**src/rtl/ntt_pkg.sv**
```systemverilog
// Shared defaults and state encoding for the guard_sampler rejection sampler.
package ntt_pkg;

    localparam int unsigned Q_DEFAULT  = 3329;
    localparam int unsigned N_DEFAULT  = 256;
    localparam int unsigned CW_DEFAULT = 12;
    localparam int unsigned SEED_W     = 16;

    typedef enum logic [2:0] {
        ST_IDLE,
        ST_LOAD,
        ST_SKIP,
        ST_SAMPLE,
        ST_DRAIN,
        ST_DONE
    } state_e;

endpackage

```
**src/rtl/guard_sampler.sv**
```systemverilog
// Rejection sampler: keeps PRNG words below Q and emits N indexed coefficients.
// Optional GUARD_SAMPLER_REJCNT_EN adds a saturating rejected-candidate counter (rej_cnt).
module guard_sampler
    import ntt_pkg::*;
#(
    parameter  int unsigned Q  = Q_DEFAULT,
    parameter  int unsigned N  = N_DEFAULT,
    parameter  int unsigned CW = CW_DEFAULT,
    localparam int unsigned IW = (N > 1) ? $clog2(N) : 1
) (
    input  logic              clk,
    input  logic              rst,
    input  logic              start,
    input  logic [SEED_W-1:0] seed,
    output logic              prng_ivalid,
    output logic [SEED_W-1:0] prng_seed,
    input  logic [SEED_W-1:0] prng_data,
    output logic              coef_valid,
    input  logic              coef_ready,
    output logic [CW-1:0]     coef_data,
    output logic [IW-1:0]     coef_idx,
    output logic              busy,
    output logic              done
`ifdef GUARD_SAMPLER_REJCNT_EN
    ,
    output logic [15:0]       rej_cnt
`endif
);

    localparam logic [CW-1:0] Q_CW  = CW'(Q);
    localparam logic [IW-1:0] LAST  = IW'(N - 1);

    state_e              state_q, state_d;
    logic [SEED_W-1:0]   seed_q, seed_d;
    logic                valid_q, valid_d;
    logic [CW-1:0]       data_q, data_d;
    logic [IW-1:0]       idx_q, idx_d;
    logic [IW-1:0]       cnt_q, cnt_d;
    logic                busy_q, busy_d;
    logic                done_q, done_d;
`ifdef GUARD_SAMPLER_REJCNT_EN
    logic [15:0]         rej_q, rej_d;
`endif

    logic [CW-1:0]       cand;
    logic                cand_ok;
    logic                xfer;
    logic                slot_free;

    generate
        if (CW < SEED_W) begin : g_unused_hi
            logic unused_prng_hi;
            assign unused_prng_hi = ^prng_data[SEED_W-1:CW];
        end
    endgenerate

    assign cand      = prng_data[CW-1:0];
    assign cand_ok   = cand < Q_CW;
    assign xfer      = valid_q & coef_ready;
    assign slot_free = ~valid_q | coef_ready;

    // Candidates are dropped rather than stalled: the PRNG advances every cycle.
    always_comb begin
        state_d = state_q;
        seed_d  = seed_q;
        valid_d = valid_q;
        data_d  = data_q;
        idx_d   = idx_q;
        cnt_d   = cnt_q;
`ifdef GUARD_SAMPLER_REJCNT_EN
        rej_d   = rej_q;
`endif
        if (xfer) begin
            valid_d = 1'b0;
        end

        case (state_q)
            ST_IDLE: begin
                if (start) begin
                    state_d = ST_LOAD;
                    seed_d  = seed;
                    cnt_d   = '0;
`ifdef GUARD_SAMPLER_REJCNT_EN
                    rej_d   = '0;
`endif
                end
            end
            ST_LOAD:   state_d = ST_SKIP;
            ST_SKIP:   state_d = ST_SAMPLE;
            ST_SAMPLE: begin
                if (cand_ok && slot_free) begin
                    valid_d = 1'b1;
                    data_d  = cand;
                    idx_d   = cnt_q;
                    cnt_d   = cnt_q + IW'(1);
                    if (cnt_q == LAST) begin
                        state_d = ST_DRAIN;
                        cnt_d   = '0;
                    end
                end
`ifdef GUARD_SAMPLER_REJCNT_EN
                if (!cand_ok && rej_q != 16'hFFFF) begin
                    rej_d = rej_q + 16'd1;
                end
`endif
            end
            ST_DRAIN: begin
                if (xfer) begin
                    state_d = ST_DONE;
                end
            end
            ST_DONE:   state_d = ST_IDLE;
            default:   state_d = ST_IDLE;
        endcase

        busy_d = (state_d != ST_IDLE);
        done_d = (state_d == ST_DONE);
    end

    always_ff @(posedge clk) begin
        if (rst) begin
            state_q <= ST_IDLE;
            seed_q  <= '0;
            valid_q <= 1'b0;
            data_q  <= '0;
            idx_q   <= '0;
            cnt_q   <= '0;
            busy_q  <= 1'b0;
            done_q  <= 1'b0;
`ifdef GUARD_SAMPLER_REJCNT_EN
            rej_q   <= '0;
`endif
        end else begin
            state_q <= state_d;
            seed_q  <= seed_d;
            valid_q <= valid_d;
            data_q  <= data_d;
            idx_q   <= idx_d;
            cnt_q   <= cnt_d;
            busy_q  <= busy_d;
            done_q  <= done_d;
`ifdef GUARD_SAMPLER_REJCNT_EN
            rej_q   <= rej_d;
`endif
        end
    end

    assign prng_ivalid = (state_q == ST_LOAD);
    assign prng_seed   = seed_q;
    assign coef_valid  = valid_q;
    assign coef_data   = data_q;
    assign coef_idx    = idx_q;
    assign busy        = busy_q;
    assign done        = done_q;
`ifdef GUARD_SAMPLER_REJCNT_EN
    assign rej_cnt     = rej_q;
`endif

endmodule

```
**config.mk**
```make
export PLATFORM = sky130hd
export DESIGN_NAME = guard_sampler
export DESIGN_NICKNAME = d
export VERILOG_FILES = /design/src/rtl/ntt_pkg.sv /design/src/rtl/guard_sampler.sv
export SDC_FILE = /design/constraint.sdc
export NUM_CORES = 1
export LEC_CHECK = 0
export CAP_MARGIN = 20
export CORE_ASPECT_RATIO = 1.75
export CORE_MARGIN = 2
export CORE_UTILIZATION = 55
export DETAILED_ROUTE_END_ITERATION = 8
export DONT_BUFFER_PORTS = 1
export GPL_ROUTABILITY_DRIVEN = 0
export PLACE_DENSITY = 0.71
export SETUP_SLACK_MARGIN = 0.02
export SLEW_MARGIN = 0
export SYNTH_ARGS = -nofsm -noshare
export SYNTH_HDL_FRONTEND = slang
export SYNTH_SLANG_ARGS = --single-unit
```
**constraint.sdc**
```tcl
create_clock -name clk -period 2.8 [get_ports clk]
set_clock_uncertainty 0.15 [all_clocks]
set_input_delay 0.28 -clock clk [delete_from_list [all_inputs] [get_ports clk]]
set_output_delay 0.28 -clock clk [all_outputs]
set_load 0.01 [all_outputs]
```
After elaboration in Yosys (flattened, before gate mapping)
Cells that the tools add are included.
W data, S select, Z words.
{"block": "totals", "regBits": 50, "in_bits": 36, "out_inout_bits": 40, "wordCells": 40}
{"block": "op_classes", "bitwise": 3, "n_addsub": 1, "n_reduce_logical": 7, "n_eq_ne": 8, "muxes": 12, "order_cmp": 1}
{"operator": "$mux W8", "n": 3}
{"operator": "$pmux W8 S2", "n": 1}
{"operator": "$pmux W3 S5", "n": 1}
{"operator": "$lt A12 B12 Y1 const B", "n": 1}
{"operator": "$mux W3", "n": 4}
{"operator": "$add A8 B1 Y8 const B", "n": 1}
{"operator": "$eq A8 B8 Y1 const B", "n": 1}
{"operator": "$eq A3 B2 Y1 const B", "n": 2}
{"operator": "$eq A3 B3 Y1 const B", "n": 2}
{"operator": "$ne A2 B2 Y1 const B", "n": 2}
{"operator": "$reduce_and A2 Y1", "n": 2}
{"operator": "$eq A3 B1 Y1 const B", "n": 1}
{"operator": "$logic_not A3 Y1", "n": 1}
{"operator": "$mux W1", "n": 3}
{"operator": "$reduce_and A3 Y1", "n": 1}
{"operator": "$reduce_bool A3 Y1", "n": 1}
{"operator": "$reduce_bool A2 Y1", "n": 1}
{"operator": "$and A1 B1 Y1", "n": 1}
{"operator": "$logic_and A1 B1 Y1", "n": 1}
{"operator": "$not A1 Y1", "n": 1}
{"operator": "$or A1 B1 Y1", "n": 1}

Longest topological paths before layout
Gate-level depths: netlist of run 1.
{"block": "depth", "depth_word": 6, "mapped_depth": 6, "mapped_depth_nobuf": 6}

Least setup slack after synthesis of run 1
OpenSTA, ideal clock, no wires.
{"block": "synth_timing", "path_kind": "reg-to-reg", "from": "register cnt_q[0]", "to": "register state_q[2]", "n_path_buf": 0, "path_stages_with_launch": 7, "t_arrival_ps": 1446, "path_slack_ps": 1134, "synth_period_minus_slack_ps": 1666, "cell_sequence": "dfxtp_1 > ha_1 > nand3_1 > or2_1 > nor4b_2 > nand4b_1 > a21oi_1"}
{"block": "synth_between", "elab_chain_len": 4}
{"element": "start, declared", "line_no": "guard_sampler.sv:38", "rtl": "logic [IW-1:0] cnt_q, cnt_d;"}
{"element": "start signal, assigned", "line_no": "guard_sampler.sv:139", "rtl": "cnt_q <= cnt_d;"}
{"element": "$eq A8 B8 Y1", "line_no": "guard_sampler.sv:96", "rtl": "if (cnt_q == LAST) begin"}
{"element": "$mux W3", "line_no": "guard_sampler.sv:96"}
{"element": "$mux W3", "line_no": "guard_sampler.sv:91", "rtl": "if (cand_ok && slot_free) begin"}
{"element": "$pmux W3 S5", "line_no": "guard_sampler.sv:77", "rtl": "case (state_q)"}
{"element": "end signal, assigned", "line_no": "guard_sampler.sv:134", "rtl": "state_q <= state_d;"}
{"element": "end, declared", "line_no": "guard_sampler.sv:33", "rtl": "state_e state_q, state_d;"}
No other way between the ends.
A chain may end at the register's enable or synchronous reset.

Worst setup path in the final report of run 1
{"block": "layout_timing", "from": "register state_q[0]", "to": "register cnt_q[3]"}
{"block": "layout_between", "elab_chain_len": 3, "word_cells_on_any_way": 7, "cone_classes": "3 x eq/ne; 1 x mux; 3 x reduce/logical"}
{"element": "$eq A3 B2 Y1 or $logic_not A3 Y1 (tied branches)", "line_no": "guard_sampler.sv:77"}
{"element": "$ne A2 B2 Y1 (no line) or $reduce_bool A2 Y1 (tied branches)"}
{"element": "$reduce_and A3 Y1 (no line)"}
Parallel ways exist; a longest one is shown, timed or not.

==> impl_summary.txt, run 1 <==
----------------------------------------------------
[Outcome]
  Run status ... finished, final reports clean

[Logic synthesis]
  Main flop type after synthesis ... sky130_fd_sc_hd__dfxtp_1
  Post-synthesis cell area ... 2020 um2
  Library cells used by synthesis ... 39
  Syn avg cell area ... around 8 um2
  Total nets after synthesis ... roughly 290
  Share of the yosys chip area belonging to registers ... between 40% and 50%
  Ys async rst share ... 0%
  Post-synthesis cell count ... around 250
  Post-synthesis sequential element count ... 50
  Number of synthesized flops with an enable pin ... 0
  Synthesis warning total ... 0

[Drt]
  Average routed wire per standard cell ... about 15 um
  Via density per instance ... around 5.7
  Post-detailed-routing wire length ... around 4800 um
  Final antenna-violating net count ... 0
  DR iter-0 viols ... 40
  Iteration count of the initial detailed-routing pass ... 4
  DR vias ... 1796
  DRC Markers ... 0

[STA]
  Fmax ... about 480 MHz
  Final Hold Vio Count ... 0
  Tcrit/Tclk final ... between 70 and 80%
  Number of setup violations in the final report ... 0
  Slew at the pin closest to its max-slew limit ... 743 ps
  Total negative slack ... 0 ps
  Final period demand of the worst path ... 2070 ps
  Max-slew headroom at the worst pin ... between 50% and 60%
  Post-Route Hold Slack ... about 32 ps
  Crit path setup slack, layout ... 727 ps
  RSZ-0062 raised after global routing ... no
  Count of pins over their slew limit ... 0

[Floorplan]
  Core Footprint ... roughly 3600 um2
  Die Span Y ... between 80 and 90 um
  Number of rows created at floorplan ... 29
  Floorplan die area ... around 4200 um2
  Number of top-level pins ... 76
  Die width ... between 40 and 50 um
  Effective utilization at floorplan ... between 50 and 60%

[Clocking]
  Maximum number of buffers from clock root to sink ... 2
  CTS Root Buffer Type ... sky130_fd_sc_hd__clkbuf_8
  Number of cells upsized or downsized after cts ... 0
  Hold buffer count at CTS ... 29
  Deepest level of the CTS H-tree ... 2
  Clock slew seen by the registers of the worst setup and hold paths ... 80 ps
  CTS tree ... yes
  Clock net sink count ... 50
  Post-CTS setup repair buffer count ... 0
  Source-to-sink clock delay at the later pin of the worst-skew pair ... approximately 300 ps
  Number of buffers created by CTS ... 5

[Setup path]
  Critical-path cell list ... and3b_2 > and3_4 > nand2_4 > or2_1 > o31ai_2
  Crit Path Class ... flop to flop
  Cell type of the slowest stage on the worst timing path ... sky130_fd_sc_hd__dfxtp_1
  Arrival time of data at the critical path endpoint ... 2140 ps
  Kind of end point of the critical path ... flop
  Startpoint class of the critical path ... flop
  Buffers plus inverters on the worst setup path ... 0
  Crit path max-delay family ... simple AND/OR/NAND/NOR gates
  CP max FO ... 28
  Maximum cell stage delay along the critical path ... 550 ps
  Data required time of the worst path ... about 2900 ps

[Final layout]
  Fraction of final layout cells sized beyond drive strength 1 ... around 6.6%
  Commonest cells after routing, fill and taps aside ... 77 x sky130_fd_sc_hd__nand2_1, 50 x sky130_fd_sc_hd__dfxtp_1, 41 x sky130_fd_sc_hd__a21oi_1, 28 x sky130_fd_sc_hd__dlygate4sd3_1, 10 x sky130_fd_sc_hd__nand3_1
  Post-Layout Cell Count ... 317
  Net count reported at finish ... 308
  Number of diodes ... 0
  Commonest non-fill, non-tap cell in the layout ... sky130_fd_sc_hd__nand2_1
  Relative area change from synthesis to final layout ... 18.9%

[Power and ir drop]
  Internal Power ... 965 uW
  Combinational cell fraction of total power ... under 10%
  Sequential power share ... 60.0%
  Power density cells ... 533 nW/um2
  Post-layout total power ... 1.28 mW
  Leakage power figure ... a little over 0.8 nW
  IR Drop Worst-Case VDD ... roughly 380 uV
  Total net switching power ... between 300 and 400 uW
  Fraction of power spent switching nets ... approximately 24%
  Portion of total power attributed to the clock network ... between 30% and 40%

[GRT]
  Via count of the first global-routing pass ... around 1700
  GRT Total Usage ... 24.5%
  Wire length of the first global-routing pass ... 8000 um
  Largest net degree at the start of global routing ... 46
  Initial antenna violation count ... 0
  Total global routing overflow ... 0

[Placed design]
  Worst setup slack after placement ... 745 ps
  Count of input and output buffers ... 0
  Inst Count DP ... about 280
  Half-perimeter wire length after placement ... 3010 um

[Run]
  Max-capacitance violation count ... 0

[Min path]
  Min-Delay Path Class ... input port to flop

----------------------------------------------------
## final cells by class
class / count / area, um2
fillers: 299 / 1160
repair buffers: 31 / 315
clock buffers: 6 / 72.6
inverters: 1 / 3.75
multi-input cells: 182 / 941
clock inverters: 1 / 7.51
flip-flops and latches: 50 / 1000
well taps: 46 / 57.6
## cell usage after synthesis, types with 2 or more instances
cell                       count  area share, %
sky130_fd_sc_hd__a21oi_1      41             10
sky130_fd_sc_hd__nand4_1       2           0.62
sky130_fd_sc_hd__nand2_1      77             14
sky130_fd_sc_hd__or2_1         2           0.62
sky130_fd_sc_hd__nor4_1        3           0.93
sky130_fd_sc_hd__or3_1         2           0.62
sky130_fd_sc_hd__dfxtp_1      50             50
sky130_fd_sc_hd__buf_4         2           0.74
sky130_fd_sc_hd__nor2b_1       2           0.62
sky130_fd_sc_hd__nand2b_1      2           0.62
sky130_fd_sc_hd__nand3_1      10            2.5
sky130_fd_sc_hd__nand4b_1      3            1.3
sky130_fd_sc_hd__o41ai_1       2           0.87
sky130_fd_sc_hd__clkbuf_1      7            1.3
sky130_fd_sc_hd__buf_2         6            1.5
sky130_fd_sc_hd__o21ai_1       4           0.99
sky130_fd_sc_hd__o21ai_0       3           0.74
sky130_fd_sc_hd__nor2_1        7            1.3
sky130_fd_sc_hd__a31oi_1       3           0.93
## power by group through the flow
stage               sequential [mW]  clock, mW  combinational (mW)
floorplan                     0.772          0              0.0814
global placement              0.782          0              0.0759
detailed placement            0.783          0              0.0779
CTS                           0.766      0.404               0.123
global route                  0.770      0.429               0.137
finish                        0.766      0.388               0.124
## registers in the layout, summed over array words and instances (netlist names)
signal      cells
prng_seed      16
coef_data      12
cnt_q           8
coef_idx        8
state_q         3
busy            1
coef_valid      1
done            1
## metrics by stage
stage	util, %	instance area (um2)
final	67.5	2400
after CTS	67.5	2400
after detailed placement	56.8	2020
after global routing	67.5	2400
after global placement	56.8	2020
after floorplan	-	2020
## final timing paths
path,cells past startpoint,to,start,slack (ps)
max,5,cnt_q[3],state_q[0],730
min reg2reg,2,prng_seed[3],prng_seed[3],350
max reg2reg,5,cnt_q[3],state_q[0],730
min,2,done,coef_ready,30
## logic make-up after synthesis
group	Yosys count	synth area share [%]
AND/OR/NAND/NOR	122	29.8
AO/OA/AOI/OAI	59	16.3
flip-flops	50	49.6
buffers and inverters	16	3.72
adder cells (fa/ha/maj)	1	0.620
## routing by layer
metal  wire [um]  vias to the layer above  part of all wire [%]  GRT usage [%]
met5           0                        -                     0              0
met4         103                        0                   2.2           11.9
met3         268                        9                   5.6           5.91
met2        2530                       55                    53           42.7
met1        1870                      840                    39           27.1
li1            -                      892                     -              -
Note: power is estimated with default switching activity, not from simulation.
==> inputs of run 2 (changes only) <==
Settings changed: PLACE_DENSITY 0.71 to 0.74.
Clock period 2.8 ns to 1.67 ns, I/O delays scaled along.
==> run 2 against run 1 <==
Effect of this change:
- the run now ends with hold timing left
- sequential cell count stayed put
- setup slack worse by 690 ps
- die area stayed put
- via count hardly changed
- total power is 67% higher
- combinational power is 43% higher
- register-to-register slack worse by 690 ps
- first-iteration DRC count stayed put
- cell count is 0.95% lower
- worst hold slack worse by 260 ps
- non-clock buffer count is 3 lower
- sequential share of layout area is 0.22 points higher
- critical endpoint is now state_q[2]
- largest power group unchanged
==> impl_summary.txt, run 2 (same netlist as run 1, synthesis figures left out) <==
----------------------------------------------------
[Placed design]
  Worst setup slack after placement ... -36.3 ps (-781 ps)
  Half-perimeter wire length after placement ... 3260 um (+8.2%)
  Count of input and output buffers ... 0 (unchanged)
  Inst Count DP ... 305 (+8.5%)

[STA]
  Max-slew headroom at the worst pin ... 69.5% (+19 points)
  Number of setup violations in the final report ... 0 (unchanged)
  RSZ-0062 raised after global routing ... yes
  Fmax ... 613 MHz (+27%)
  Count of pins over their slew limit ... 0 (unchanged)
  Tcrit/Tclk final ... 97.6% (+24 points)
  Post-Route Hold Slack ... -227 ps (-259 ps)
  Slew at the pin closest to its max-slew limit ... 451 ps (-292 ps)
  Final period demand of the worst path ... 1630 ps (-443 ps)
  Crit path setup slack, layout ... 39.6 ps (-687 ps)
  Final Hold Vio Count ... 45 (+45)

[Clocking]
  Source-to-sink clock delay at the later pin of the worst-skew pair ... 300 ps (about the same)
  CTS tree ... yes
  Clock net sink count ... 50 (unchanged)
  Maximum number of buffers from clock root to sink ... 2 (unchanged)
  Number of buffers created by CTS ... 5 (unchanged)
  Clock slew seen by the registers of the worst setup and hold paths ... 80 ps (about the same)
  CTS Root Buffer Type ... sky130_fd_sc_hd__clkbuf_8
  Deepest level of the CTS H-tree ... 2 (unchanged)

[Outcome]
  Run status ... finished with violations
  Failing checks ... hold timing

[Power and ir drop]
  Leakage power figure ... 0.846 nW (+4.6%)
  Power density cells ... 887 nW/um2 (+67%)
  IR Drop Worst-Case VDD ... 680 uV (+80%)
  Post-layout total power ... 2.13 mW (+67%)

[Setup path]
  Maximum cell stage delay along the critical path ... 360 ps (-190 ps)
  Critical-path cell list ... ha_4 > nand3_4 > or2_4 > nor4b_4 > nand4b_1 > a21oi_1
  Cell type of the slowest stage on the worst timing path ... sky130_fd_sc_hd__dfxtp_2
  Arrival time of data at the critical path endpoint ... 1720 ps (-420 ps)
  Data required time of the worst path ... 1760 ps (-1110 ps)
  Kind of end point of the critical path ... flop
  Crit Path Class ... flop to flop
  Startpoint class of the critical path ... flop
  CP max FO ... 4 (-86%)

[Drt]
  Iteration count of the initial detailed-routing pass ... 4 (unchanged)
  DR iter-0 viols ... 40 (unchanged)
  DR vias ... 1797 (+0.056%)
  Average routed wire per standard cell ... 15.0 um (-0.42%)
  Via density per instance ... 5.72 (+1.0%)
  Post-detailed-routing wire length ... 4710 um (-1.4%)
  Final antenna-violating net count ... 0 (unchanged)
  DRC Markers ... 0 (unchanged)

[Final layout]
  Post-Layout Cell Count ... 314 (-0.95%)
  Number of diodes ... 0 (unchanged)
  Net count reported at finish ... 305 (-0.97%)
  Number of flip-flops under the largest register name ... 16 (unchanged)
  Commonest non-fill, non-tap cell in the layout ... sky130_fd_sc_hd__nand2_1
  Commonest cells after routing, fill and taps aside ... 77 x sky130_fd_sc_hd__nand2_1, 47 x sky130_fd_sc_hd__dfxtp_1, 41 x sky130_fd_sc_hd__a21oi_1, 26 x sky130_fd_sc_hd__buf_4, 9 x sky130_fd_sc_hd__nand3_1
  Relative area change from synthesis to final layout ... 19.0%
  Post-layout utilization of the core ... 67.5% (+0.070 points)
  Fraction of final layout cells sized beyond drive strength 1 ... 22.4% (+16 points)

[Floorplan]
  Core Footprint ... 3560 um2 (unchanged)
  Die width ... 49.8 um (unchanged)
  Floorplan die area ... 4190 um2 (unchanged)
  Number of top-level pins ... 76 (unchanged)
  Die Span Y ... 84.1 um (unchanged)
  Number of rows created at floorplan ... 29 (unchanged)
  Effective utilization at floorplan ... 56.7% (unchanged)

[GRT]
  Via count of the first global-routing pass ... 1735 (+0.41%)
  Wire length of the first global-routing pass ... 7690 um (-3.8%)
  GRT Total Usage ... 23.3% (-1.2 points)
  Largest net degree at the start of global routing ... 49 (+6.5%)
  Total global routing overflow ... 0 (unchanged)
  Initial antenna violation count ... 0 (unchanged)

[Run]
  Max-capacitance violation count ... 0 (unchanged)

[Min path]
  Min-Delay Path Class ... input port to flop

----------------------------------------------------
run 2: layer usage:
| metal | wire length [um] | vias up | GRT usage, % |
|---|---|---|---|
| met2 | 2520 | 57 | 41.8 |
| met5 | 0 | - | 0 |
| li1 | - | 887 | - |
| met3 | 223 | 15 | 4.66 |
| met4 | 144 | 0 | 12.4 |
| met1 | 1820 | 838 | 24.7 |
run 2: worst paths after layout:
| check | startpoint | end | slack [ps] | depth (start not counted) |
|---|---|---|---|---|
| worst max-delay path | cnt_q[0] | state_q[2] | 40 | 6 |
| worst min-delay path | rst | cnt_q[1] | -230 | 1 |
| worst max register to register | cnt_q[0] | state_q[2] | 40 | 6 |
| worst min register to register | coef_data[8] | coef_data[8] | 350 | 2 |
run 2: timing repair:
item                                   CTS  global route
setup buffers                            0             2
setup endpoints to repair                6            10
resized for setup                        5            17
pin swaps                                0             6
endpoints found under the hold margin   45            45
run 2: stage by stage:
stage                     setup TNS [ps]  instance area (um2)
after global routing               -56.7                 2400
after floorplan                        0                 2020
after detailed placement            -102                 2210
after CTS                              0                 2310
final                                  0                 2400
after global placement             -59.5                 2210
run 2: layout make-up:
type                            instances  area, um2
Tap cell                               46       57.6
Clock inverter                          2       13.8
Inverter                                1       3.75
Sequential cell                        50       1010
Clock buffer                            5       68.8
Multi-Input combinational cell        182       1020
Timing Repair Buffer                   28        226
Fill cell                             293       1150
run 2: power by group:
| group | switching (mW) | internal (mW) | total [mW] | leakage [nW] |
|---|---|---|---|---|
| clock network | 0.390 | 0.290 | 0.680 | 0.0444 |
| registers | 0.0418 | 1.23 | 1.27 | 0.408 |
| logic | 0.100 | 0.0767 | 0.177 | 0.394 |
| total | 0.532 | 1.60 | 2.13 | 0.846 |
run 2: critical path, delay by kind of cell, from the launching register on:
kind,cells,cell delay (ps)
and+or+nand+nor,4,780
DFF,1,360
adders and majority gates,1,150
AOI/OAI and AO/OA,1,130
